**src/rtl/pipe_pkg.sv**
```systemverilog
// Shared types and constants for the RV32I pipeline control logic.
package pipe_pkg;

  // EX operand source select
  typedef enum logic [1:0] {
    FWD_RF  = 2'b00,
    FWD_MEM = 2'b01,
    FWD_WB  = 2'b10
  } fwd_sel_e;

  // Hazard controller sequencing state
  typedef enum logic {
    HZ_RUN  = 1'b0,
    HZ_HOLD = 1'b1
  } hz_state_e;

  localparam logic [4:0] REG_X0 = 5'd0;

endpackage

```
**src/rtl/fwd_unit.sv**
```systemverilog
// Forwarding compare for one EX source operand: MEM result beats WB result,
// and x0 is never forwarded because it always reads as zero.
module fwd_unit
  import pipe_pkg::*;
(
  input  logic [4:0] ex_rs,
  input  logic [4:0] mem_rd,
  input  logic       mem_rd_wren,
  input  logic [4:0] wb_rd,
  input  logic       wb_rd_wren,
  output fwd_sel_e   fwd_sel
);

  // Pick the youngest in-flight producer of ex_rs
  always_comb begin
    fwd_sel = FWD_RF;
    if (mem_rd_wren && (mem_rd != REG_X0) && (mem_rd == ex_rs)) begin
      fwd_sel = FWD_MEM;
    end else if (wb_rd_wren && (wb_rd != REG_X0) && (wb_rd == ex_rs)) begin
      fwd_sel = FWD_WB;
    end
  end

endmodule

```
**src/rtl/hazard_ctrl.sv**
```systemverilog
// Hazard/sequencing controller for the 5-stage RV32I pipeline: stage enables,
// flushes, EX forwarding selects, hold watchdog and stall/flush counters.
module hazard_ctrl
  import pipe_pkg::*;
#(
  parameter int HOLD_TIMEOUT = 255,
  parameter int CNT_W        = 32
) (
  input  logic             clk,
  input  logic             rst,
  input  logic [4:0]       id_rs1,
  input  logic [4:0]       id_rs2,
  input  logic             id_rs1_used,
  input  logic             id_rs2_used,
  input  logic [4:0]       ex_rs1,
  input  logic [4:0]       ex_rs2,
  input  logic [4:0]       ex_rd,
  input  logic             ex_rd_wren,
  input  logic             ex_is_load,
  input  logic             ex_br_taken,
  input  logic [4:0]       mem_rd,
  input  logic             mem_rd_wren,
  input  logic [4:0]       wb_rd,
  input  logic             wb_rd_wren,
  input  logic             ext_hold,
  output logic             pc_en,
  output logic             if_id_en,
  output logic             if_id_flush,
  output logic             id_ex_en,
  output logic             id_ex_flush,
  output logic [1:0]       fwd_a_sel,
  output logic [1:0]       fwd_b_sel,
  output logic             hold_err,
  output logic [CNT_W-1:0] stall_cnt,
  output logic [CNT_W-1:0] flush_cnt
);

  localparam logic [7:0] HOLD_MAX = 8'(HOLD_TIMEOUT);

  fwd_sel_e fwd_a;
  fwd_sel_e fwd_b;

  hz_state_e        state_q, state_d;
  logic             pend_flush_q, pend_flush_d;
  logic [7:0]       hold_cnt_q, hold_cnt_d;
  logic             hold_err_q, hold_err_d;
  logic [CNT_W-1:0] stall_cnt_q, stall_cnt_d;
  logic [CNT_W-1:0] flush_cnt_q, flush_cnt_d;
  logic             load_use;

  fwd_unit u_fwd_a (
    .ex_rs       (ex_rs1),
    .mem_rd      (mem_rd),
    .mem_rd_wren (mem_rd_wren),
    .wb_rd       (wb_rd),
    .wb_rd_wren  (wb_rd_wren),
    .fwd_sel     (fwd_a)
  );

  fwd_unit u_fwd_b (
    .ex_rs       (ex_rs2),
    .mem_rd      (mem_rd),
    .mem_rd_wren (mem_rd_wren),
    .wb_rd       (wb_rd),
    .wb_rd_wren  (wb_rd_wren),
    .fwd_sel     (fwd_b)
  );

  assign load_use = ex_is_load && ex_rd_wren && (ex_rd != REG_X0) &&
                    ((id_rs1_used && (id_rs1 == ex_rd)) ||
                     (id_rs2_used && (id_rs2 == ex_rd)));

  // Priority: external hold, then branch flush (live or pending), then load-use bubble
  always_comb begin
    pc_en        = 1'b1;
    if_id_en     = 1'b1;
    if_id_flush  = 1'b0;
    id_ex_en     = 1'b1;
    id_ex_flush  = 1'b0;
    fwd_a_sel    = fwd_a;
    fwd_b_sel    = fwd_b;
    state_d      = state_q;
    pend_flush_d = pend_flush_q;
    hold_cnt_d   = hold_cnt_q;
    flush_cnt_d  = flush_cnt_q;

    if (ext_hold) begin
      pc_en        = 1'b0;
      if_id_en     = 1'b0;
      id_ex_en     = 1'b0;
      state_d      = HZ_HOLD;
      pend_flush_d = pend_flush_q | ex_br_taken;
      // First hold cycle restarts the count; afterwards it saturates
      if (state_q == HZ_RUN) begin
        hold_cnt_d = 8'd1;
      end else if (hold_cnt_q != HOLD_MAX) begin
        hold_cnt_d = hold_cnt_q + 8'd1;
      end
    end else begin
      state_d    = HZ_RUN;
      hold_cnt_d = 8'd0;
      if (ex_br_taken || pend_flush_q) begin
        if_id_flush  = 1'b1;
        id_ex_flush  = 1'b1;
        pend_flush_d = 1'b0;
        flush_cnt_d  = flush_cnt_q + CNT_W'(1);
      end else if (load_use) begin
        pc_en       = 1'b0;
        if_id_en    = 1'b0;
        id_ex_flush = 1'b1;
      end
    end

    hold_err_d  = hold_err_q | (hold_cnt_d == HOLD_MAX);
    stall_cnt_d = pc_en ? stall_cnt_q : (stall_cnt_q + CNT_W'(1));

    // While reset is asserted the pipeline runs free with no forwarding
    if (!rst) begin
      pc_en       = 1'b1;
      if_id_en    = 1'b1;
      if_id_flush = 1'b0;
      id_ex_en    = 1'b1;
      id_ex_flush = 1'b0;
      fwd_a_sel   = FWD_RF;
      fwd_b_sel   = FWD_RF;
    end
  end

  // Sequencing state, watchdog and performance counters
  always_ff @(posedge clk or negedge rst) begin
    if (!rst) begin
      state_q      <= HZ_RUN;
      pend_flush_q <= 1'b0;
      hold_cnt_q   <= 8'd0;
      hold_err_q   <= 1'b0;
      stall_cnt_q  <= '0;
      flush_cnt_q  <= '0;
    end else begin
      state_q      <= state_d;
      pend_flush_q <= pend_flush_d;
      hold_cnt_q   <= hold_cnt_d;
      hold_err_q   <= hold_err_d;
      stall_cnt_q  <= stall_cnt_d;
      flush_cnt_q  <= flush_cnt_d;
    end
  end

  assign hold_err  = hold_err_q;
  assign stall_cnt = stall_cnt_q;
  assign flush_cnt = flush_cnt_q;

endmodule

```
**config.mk**
```make
export PLATFORM = sky130hd
export DESIGN_NAME = hazard_ctrl
export DESIGN_NICKNAME = d
export VERILOG_FILES = /design/src/rtl/pipe_pkg.sv /design/src/rtl/fwd_unit.sv /design/src/rtl/hazard_ctrl.sv
export SDC_FILE = /design/constraint.sdc
export NUM_CORES = 1
export LEC_CHECK = 0
export ABC_AREA = 1
export BUFFER_PORTS_ARGS = -buffer_cell sky130_fd_sc_hd__buf_2
export CAP_MARGIN = 10
export CORE_UTILIZATION = 61
export CTS_BUF_LIST = sky130_fd_sc_hd__clkbuf_4 sky130_fd_sc_hd__clkbuf_8
export CTS_CLUSTER_DIAMETER = 30
export DETAILED_ROUTE_END_ITERATION = 12
export HOLD_SLACK_MARGIN = 0.12
export MAX_ROUTING_LAYER = met4
export PLACE_DENSITY_LB_ADDON = 0.08
export SLEW_MARGIN = 20
export SYNTH_ARGS = -nofsm -noshare
export SYNTH_HDL_FRONTEND = slang
export SYNTH_SLANG_ARGS = --single-unit
```
**constraint.sdc**
```tcl
create_clock -name clk -period 4 [get_ports clk]
set_input_delay 0.6 -clock clk [delete_from_list [all_inputs] [get_ports clk]]
set_output_delay 0.6 -clock clk [all_outputs]
set_load 0.1 [all_outputs]
```
==> results of run 1 <==
==> routing by layer <==
| layer | vias up | share of wire (%) |
|---|---|---|
| met1 | 2510 | 42 |
| met3 | 37 | 5.9 |
| met4 | 0 | 3.1 |
| met5 | - | 0 |
| met2 | 202 | 49 |
| li1 | 2728 | - |
==> stage by stage <==
| stage | utilization (%) | cells | setup WS (ns) |
|---|---|---|---|
| after floorplan | - | 796 | 0.921 |
| after global placement | 71.6 | 1011 | 1.46 |
| after detailed placement | 71.6 | 1011 | 1.43 |
| after CTS | 74.6 | 1027 | 1.44 |
| after global routing | 74.6 | 1027 | 1.29 |
| final | 74.6 | 1027 | 1.45 |
==> cell usage after synthesis, drive strengths merged <==
| cell | instances | area [µm²] |
|---|---|---|
| and2 | 2 | 12.5 |
| inv | 86 | 325 |
| a21oi | 5 | 25.0 |
| buf | 7 | 35.0 |
| nand2 | 314 | 1190 |
| a31oi | 1 | 6.26 |
| o21ai | 16 | 91.3 |
| nand3b | 11 | 82.6 |
| nor2 | 101 | 422 |
| xnor2 | 13 | 114 |
| nand4 | 11 | 68.8 |
| nor3b | 1 | 7.51 |
| or2 | 1 | 6.26 |
| nand3 | 73 | 375 |
| dfrtp | 75 | 1880 |
| and3 | 2 | 12.5 |
| xor2 | 38 | 333 |
| nor4 | 2 | 12.5 |
| clkbuf | 4 | 15.0 |
| nor3 | 30 | 166 |
| ha | 3 | 37.5 |
==> how the worst min path moves through the flow <==
stage | cells past startpoint | slack (ns) | from | to
2_1_floorplan | 0 | 0.30 | rst | flush_cnt[0]
3_3_place_gp | 2 | 0.44 | hold_err | hold_err
3_5_place_dp | 2 | 0.44 | hold_err | hold_err
4_1_cts | 1 | 0.21 | rst | flush_cnt[25]
5_1_grt | 1 | 0.24 | rst | flush_cnt[22]
6_report | 1 | 0.21 | rst | flush_cnt[18]
==> logic make-up after synthesis <==
family                   count (synthesis)
AND/OR/NAND/NOR                        548
buffers and inverters                   97
flip-flops                              75
XOR/XNOR                                51
AO/OA/AOI/OAI                           22
adder cells (fa/ha/maj)                  3
==> state kept, by name, indices dropped and copies added (netlist names) <==
name	flops
flush_cnt	32
stall_cnt	32
hold_cnt_q	8
hold_err	1
pend_flush_q	1
state_q	1
==> where the power goes <==
| group | switching, mW | internal, mW |
|---|---|---|
| sequential | 0.0989 | 0.824 |
| combinational | 0.722 | 0.153 |
| clock | 0.306 | 0.423 |
==> critical path: cells and delay by family <==
family,cells,cell delay [ns]
AO/OA/AOI/OAI,2,0.31
buffers and inverters,2,0.83
AND/OR/NAND/NOR,2,0.19
==> cell type report <==
| cell class | instances | area, µm² | share of cell area (%) |
|---|---|---|---|
| clock buffer | 10 | 131 | 2.13 |
| clock inverter | 6 | 114 | 1.85 |
| inverter | 86 | 325 | 5.28 |
| multi-input combinational | 624 | 2960 | 48.1 |
| sequential | 75 | 1880 | 30.5 |
| tap | 105 | 131 | 2.13 |
| timing repair buffer | 121 | 616 | 10.0 |
==> metrics.txt, run 1 <==
Mapped Area 0.00522 mm²; Resized cells post-CTS 0; Peak VDD IR 789 µV; syn nets 844; pin count of the biggest net entering global routing 43; area grow syn2layout 18.1%; crit-path max FO 41; Hold Path Class in -> async; GR Util All Layers 34.1%; relative slew slack 63.7%; CP cell instances buf_4 -> o21ai_0 -> a21oi_1 -> nand3_1 -> nor2_1 -> buf_2; CTS Root Cell clkbuf_8; IO buf count 118; # DRC 0; CTS tree yes; Die Area 0.00892 mm²; die width 94.5 µm; total power 2.53 mW; Fill cells 656; Reg clk slew, reported paths 0.08 ns; hold bufs inserted after CTS 0; layout cells sized above 1 18.0%; complex-gate fraction of the synthesized area 2.35%; Distinct cells, synth 33; Syn. warnings 0; Setup crit start kind primary input; met1 Track Usage GR 39.7%; via count 5,477; most frequent cells in the layout nand2_1 (309), buf_2 (117), nor2_1 (90), inv_1 (79), dfrtp_1 (75); Worst Setup SP rst; highest clock rate 393 MHz; Worst Skew 0.0117 ns; LEAKAGE 3.25 nW; Final Hold Vio Count 0; routability cong. 0.936; minimum hold slack 0.214 ns; adder and majority gate portion of the synthesized area 0.720%; Avg Inst Size Synth 6.55 µm²; Gate Count Post-Synth 796; Crit Path Class in -> out; IO Pins 119; total CTS buffers 9; RSZ-0062 raised after global routing no; Slowest-stage cell, CP buf_2; register bit total from synthesis 75; worst setup path end fwd_b_sel[1]; post-synthesis mux area share 0%; CTS max path bufs 2; Reg2Reg Depth 10; R2R setup slack 2.03 ns; status finished clean; MaxCap Viol Count 0; Tmin final 2.55 ns; setup TNS 0 ns; origin of the critical flop-to-flop path stall_cnt[0]; DR iter-0 viols 286; post-synthesis sequential area ratio 36.0%; met2 usage 57.5%; Sink Count 75; global-route wire length before repair 23,100 µm; core box area 0.00826 mm²; grt ovf 0; vias per cell 5.33; DP Area 0.00591 mm²; Post-DRT Antenna Nets 0; Final Slew Violations 0; nets@finish 965; final period utilization 63.7%; # setup viols final 0; DP HPWL 10,800 µm; main combinational cell family by area after synthesis simple AND/OR/NAND/NOR gates; post-synthesis xor/xnor area fraction 8.56%; die height 94.5 µm; worst flop-to-flop path endpoint stall_cnt[30]; DR WL/cell 13.6 µm; GR Layer Usage met3 5.80%; Routed Wire Length 14,000 µm; worst endpoint required time 3.40 ns; Detailed Routing Iterations Pass 1 5; Worst-Margin Slew 0.544 ns; power density over the cells 410 mW/mm²; CP Capture Type output pin; row cnt 33; leading cell type in the layout, fill and taps excluded nand2_1; GR peak layer met2; Post-Synth Simple-Gate Area 45.2%; CP peak stage delay 0.43 ns; vias in the first global route 5,213; Worst EP arrival 1.95 ns; H-tree depth 3; Initial Util 63.2%; Clk Latency, worst-skew pair 0.36 ns; post-route cell area 0.00616 mm²; initial antenna violation count 0; n_diodes 0; total setup buffers inserted after CTS 0
Power figures use the tool's default switching activity.
==> inputs of run 2 (changes only) <==
CORE_UTILIZATION = 51   (was 61)
clock period = 2.2 ns   (was 4 ns; I/O delays follow)
==> metrics.txt, run 2 (synthesis results as in run 1) <==
status finished clean; vias per cell 5.10; Sink Count 75; RSZ-0062 raised after global routing no; Routed Wire Length 14,600 µm; Crit Path Class in -> out; via count 5,414; Slowest-stage cell, CP dlygate4sd3_1; Worst Skew 0.0146 ns; final period utilization 95.0%; most frequent cells in the layout nand2_1 (308), buf_2 (113), nor2_1 (88), inv_1 (79), dfrtp_1 (73); vias in the first global route 5,166; Detailed Routing Iterations Pass 1 5; CP cell instances dlygate4sd3_1 -> buf_4 -> o21ai_0 -> a21oi_1 -> nand3_1 -> nor2_2 -> buf_12; met1 Track Usage GR 36.0%; Worst EP arrival 1.76 ns; Crit path max-delay family buffers and inverters; Post-DRT Antenna Nets 0; highest clock rate 479 MHz; routability cong. 0.951; total CTS buffers 9; CTS Root Cell clkbuf_8; Hold Path Class in -> reg; DR iter-0 viols 194; R2R setup slack 0.45 ns; Reg2Reg Depth 8; crit-path max FO 10; CTS tree yes; IO Pins 119; Peak VDD IR 951 µV; Pint 2.22 mW; origin of the critical flop-to-flop path stall_cnt[0]; worst endpoint required time 1.87 ns; die height 103 µm; pin count of the biggest net entering global routing 47; CP peak stage delay 0.53 ns; relative slew slack 49.5%; Placed Instances 1,044; # DRC 0; initial antenna violation count 0; Cell Count, Final, Fillers Out 1,062; grt ovf 0; LEAKAGE 3.27 nW; CP Capture Type output pin; row cnt 36; total setup buffers inserted after CTS 0; global-route wire length before repair 24,100 µm; Setup crit start kind primary input; leading cell type in the layout, fill and taps excluded nand2_1; Die Area 0.0106 mm²; Hold EP state_q; final core utilization 63.5%; Final Hold Vio Count 0; met2 usage 52.0%; Initial Util 52.9%; GR Layer Usage met3 4.47%; n_diodes 0; Clk Latency, worst-skew pair 0.36 ns; core box area 0.00986 mm²; WP buf/inv 3; min-delay src ext_hold; MaxCap Viol Count 0; Reg clk slew, reported paths 0.09 ns; P_sw 2.11 mW; total power 4.33 mW; layout cells sized above 1 19.1%; Comb pwr share 37.0%; Tmin final 2.09 ns; Worst-Margin Slew 0.755 ns; DP HPWL 11,200 µm; DR WL/cell 13.8 µm; switch share 48.8%; Final Slew Violations 0; GR Util All Layers 30.1%; power density over the cells 691 mW/mm²; nets@finish 972; Clk pwr share 24.1%; die width 103 µm; minimum hold slack 0.199 ns; CTS max path bufs 2; setup TNS 0 ns; H-tree depth 3; # setup viols final 0; area grow syn2layout 20.1%; Hold Path Depth 1; IO buf count 118; GR peak layer met2; Sequential Power Share 38.9%; worst flop-to-flop path endpoint stall_cnt[16]
[run 2: cell types whose count changed in the layout (fill, tap and decap cells not counted), sizes merged]
| cell | previous run | this run |
|---|---|---|
| buf | 121 | 126 |
| bufinv | 3 | 0 |
| inv | 86 | 89 |
| dlygate4sd3 | 0 | 2 |
| clkbuf | 10 | 9 |
| clkinv | 1 | 2 |
[run 2: worst register-to-register path: stages (launching register included)]
cell and delay, ns:
dfrtp_2 0.45, ha_1 0.28, nand3_1 0.21, inv_1 0.16
nand2_1 0.15, nor2_1 0.16, xor2_1 0.15, nand2_1 0.06
nand2_1 0.09
[run 2: layout make-up]
| class | instances | area [µm²] |
|---|---|---|
| multi-input cells | 624 | 2980 |
| flip-flops and latches | 75 | 1880 |
| well taps | 133 | 166 |
| fillers | 949 | 3600 |
| repair buffers | 128 | 733 |
| inverters | 86 | 325 |
| clock inverters | 7 | 61.3 |
| clock buffers | 9 | 124 |
[run 2: timing repair]
action | in CTS | in global routing
resized for setup | 0 | 0
endpoints found under the hold margin | 15 | 0
hold buffers | 2 | 0
[run 2: per-stage QoR]
stage | worst slack (ns) | cell area (µm²)
global route | 0.0350 | 6260
floorplan | 0.0204 | 5230
CTS | 0.120 | 6260
finish | 0.110 | 6260
global placement | 0.350 | 6060
detailed placement | 0.334 | 6060
[run 2: worst max path at each step]
| stage | from | cells past startpoint | slack, ns | to |
|---|---|---|---|---|
| 6_report | rst | 7 | 0.11 | fwd_a_sel[1] |
| 3_5_place_dp | ex_rd[2] | 11 | 0.33 | if_id_en |
| 4_1_cts | rst | 7 | 0.12 | fwd_a_sel[1] |
| 2_1_floorplan | flush_cnt[0] | 9 | 0.02 | flush_cnt[23] |
| 3_3_place_gp | ex_rd[2] | 11 | 0.35 | pc_en |
| 5_1_grt | rst | 7 | 0.04 | fwd_a_sel[1] |
[run 2: routing by layer]
metal	part of all wire, %	vias to the layer above	wire length [µm]
met4	2.1	0	307
met2	50	154	7270
li1	-	2741	-
met1	44	2496	6370
met5	0	-	0
met3	4.6	23	673
[run 2: power groups by stage]
stage | registers (mW) | logic (mW) | clock network (mW)
3_3_place_gp | 1.70 | 1.59 | 0
2_1_floorplan | 2.52 | 0.424 | 0
6_report | 1.68 | 1.60 | 1.04
5_1_grt | 1.70 | 1.70 | 1.13
4_1_cts | 1.68 | 1.61 | 1.07
3_5_place_dp | 1.70 | 1.61 | 0
==> inputs of run 3 (changes only) <==
--- a/config.mk
+++ b/config.mk
@@ -8,5 +8,4 @@
 export ABC_AREA = 1
 export BUFFER_PORTS_ARGS = -buffer_cell sky130_fd_sc_hd__buf_2
-export CAP_MARGIN = 10
 export CORE_UTILIZATION = 51
 export CTS_BUF_LIST = sky130_fd_sc_hd__clkbuf_4 sky130_fd_sc_hd__clkbuf_8
==> constraint.sdc (replaced) <==
create_clock -name clk -period 2.2 [get_ports clk]
set_input_delay 0.66 -clock clk [delete_from_list [all_inputs] [get_ports clk]]
set_output_delay 0.66 -clock clk [all_outputs]
set_load 0.1 [all_outputs]
==> metrics.txt, run 3 (synthesis results as in run 1) <==
CTS max path bufs 2; DP Area 0.00634 mm²; post-route cell area 0.00697 mm²; Reg clk slew, reported paths 0.09 ns; # DRC 0; failing checks setup timing; initial antenna violation count 0; leading cell type in the layout, fill and taps excluded nand2_1; crit-path max FO 3; status finished with violations; minimum hold slack 0.234 ns; via count 5,565; die height 103 µm; Clk Latency, worst-skew pair 0.36 ns; CP peak stage delay 0.25 ns; Clk pwr share 24.8%; IO Pins 119; n_diodes 0; highest clock rate 406 MHz; Final Hold Vio Count 0; Worst Skew 0.0102 ns; global-route wire length before repair 23,600 µm; Sink Count 75; final core utilization 70.6%; setup TNS -1.17 ns; final period utilization 112%; routability cong. 0.950; hold bufs inserted after CTS 0; row cnt 36; DR iter-0 viols 318; Routed Wire Length 15,800 µm; Final Slew Violations 0; CP Capture Type output pin; grt ovf 0; switch share 46.9%; Slowest-stage cell, CP nand4_1; area grow syn2layout 33.6%; Worst-Margin Slew 0.582 ns; power density over the cells 658 mW/mm²; IO buf count 118; Sequential Power Share 36.7%; LEAKAGE 3.53 nW; total CTS buffers 9; Worst EP arrival 1.80 ns; Comb pwr share 38.5%; MaxCap Viol Count 0; P_sw 2.15 mW; worst endpoint required time 1.54 ns; Peak VDD IR 784 µV; CTS Root Cell clkbuf_8; H-tree depth 3; Crit Path Class in -> out; Detailed Routing Iterations Pass 1 5; most frequent cells in the layout nand2_1 (289), nor2_1 (83), buf_2 (82), dfrtp_1 (73), inv_1 (72); DR WL/cell 14.7 µm; layout cells sized above 1 25.2%; die width 103 µm; relative slew slack 60.9%; Pint 2.44 mW; Worst Slack Setup Final -0.263 ns; RSZ-0062 raised after global routing yes; pin count of the biggest net entering global routing 36; vias in the first global route 5,031; most frequent CP cell buf_12; Die Area 0.0106 mm²; nets@finish 984; # setup viols final 7; Setup crit start kind primary input; GR Util All Layers 30.0%; CP cell instances buf_12 -> xnor2_4 -> nand4_1 -> nor3_4 -> and2_4 -> buf_12; core box area 0.00986 mm²; Hold Path Class in -> async; vias per cell 5.18; Tmin final 2.46 ns; Post-DRT Antenna Nets 0; CTS tree yes; DP HPWL 11,500 µm; Initial Util 52.9%
[run 3: cell count changes in the layout (fill, tap and decap cells not counted), sizes merged]
| cell | before | now |
|---|---|---|
| buf | 126 | 140 |
| bufinv | 0 | 1 |
| clkinv | 2 | 1 |
| clkinvlp | 2 | 1 |
| dlygate4sd3 | 2 | 0 |
| inv | 89 | 90 |
[run 3: worst max-delay path: cells and delay by family]
family / cells / cell delay [ns]
simple gates: 3 / 0.66
buf+inv: 2 / 0.30
xor+xnor: 1 / 0.17
[run 3: per-stage QoR]
step                      setup WS (ns)  instances  power (mW)
after floorplan                  -0.204        796        2.96
after CTS                        -0.157       1074        4.54
after global routing             -0.336       1074        4.78
final                            -0.263       1074        4.59
after global placement           -0.234       1058        3.33
after detailed placement         -0.260       1058        3.37
[run 3: cell type report]
| type | count | area, µm² |
|---|---|---|
| sequential | 75 | 1880 |
| fill | 833 | 2900 |
| clock inverter | 7 | 82.6 |
| timing repair buffer | 140 | 1130 |
| clock buffer | 9 | 124 |
| multi-input combinational | 624 | 3230 |
| tap | 133 | 166 |
| inverter | 86 | 358 |
[run 3: power groups by stage]
| stage | clock (mW) | combinational (mW) | sequential, mW |
|---|---|---|---|
| 2_1_floorplan | 0 | 0.439 | 2.52 |
| 3_3_place_gp | 0 | 1.64 | 1.69 |
| 3_5_place_dp | 0 | 1.66 | 1.70 |
| 4_1_cts | 1.16 | 1.70 | 1.67 |
| 5_1_grt | 1.21 | 1.86 | 1.70 |
| 6_report | 1.14 | 1.77 | 1.68 |
[run 3: worst paths after layout]
kind	start	endpoint	slack, ns	cells past startpoint
max	mem_rd[3]	fwd_b_sel[0]	-0.26	6
min	rst	stall_cnt[21]	0.23	2
max reg2reg	stall_cnt[0]	stall_cnt[30]	0.43	10
min reg2reg	hold_err	hold_err	0.51	2
max in group asynchronous	rst	flush_cnt[10]	1.36	3
min in group clk	hold_err	hold_err	0.51	2
[run 3: metal layers]
layer / global-route usage, % / share of wire (%) / up-vias
met2: 45.9 / 46 / 190
met5: - / 0 / -
li1: - / - / 2765
met3: 3.66 / 5.3 / 19
met4: 8.56 / 1.6 / 0
met1: 41.8 / 47 / 2591
[run 3: timing repair]
item | CTS | global route
setup endpoints to repair | 7 | 7
gates resized for setup | 46 | 58
buffers inserted | 0 | 0
gates cloned | 0 | 0
pin swaps | 24 | 34
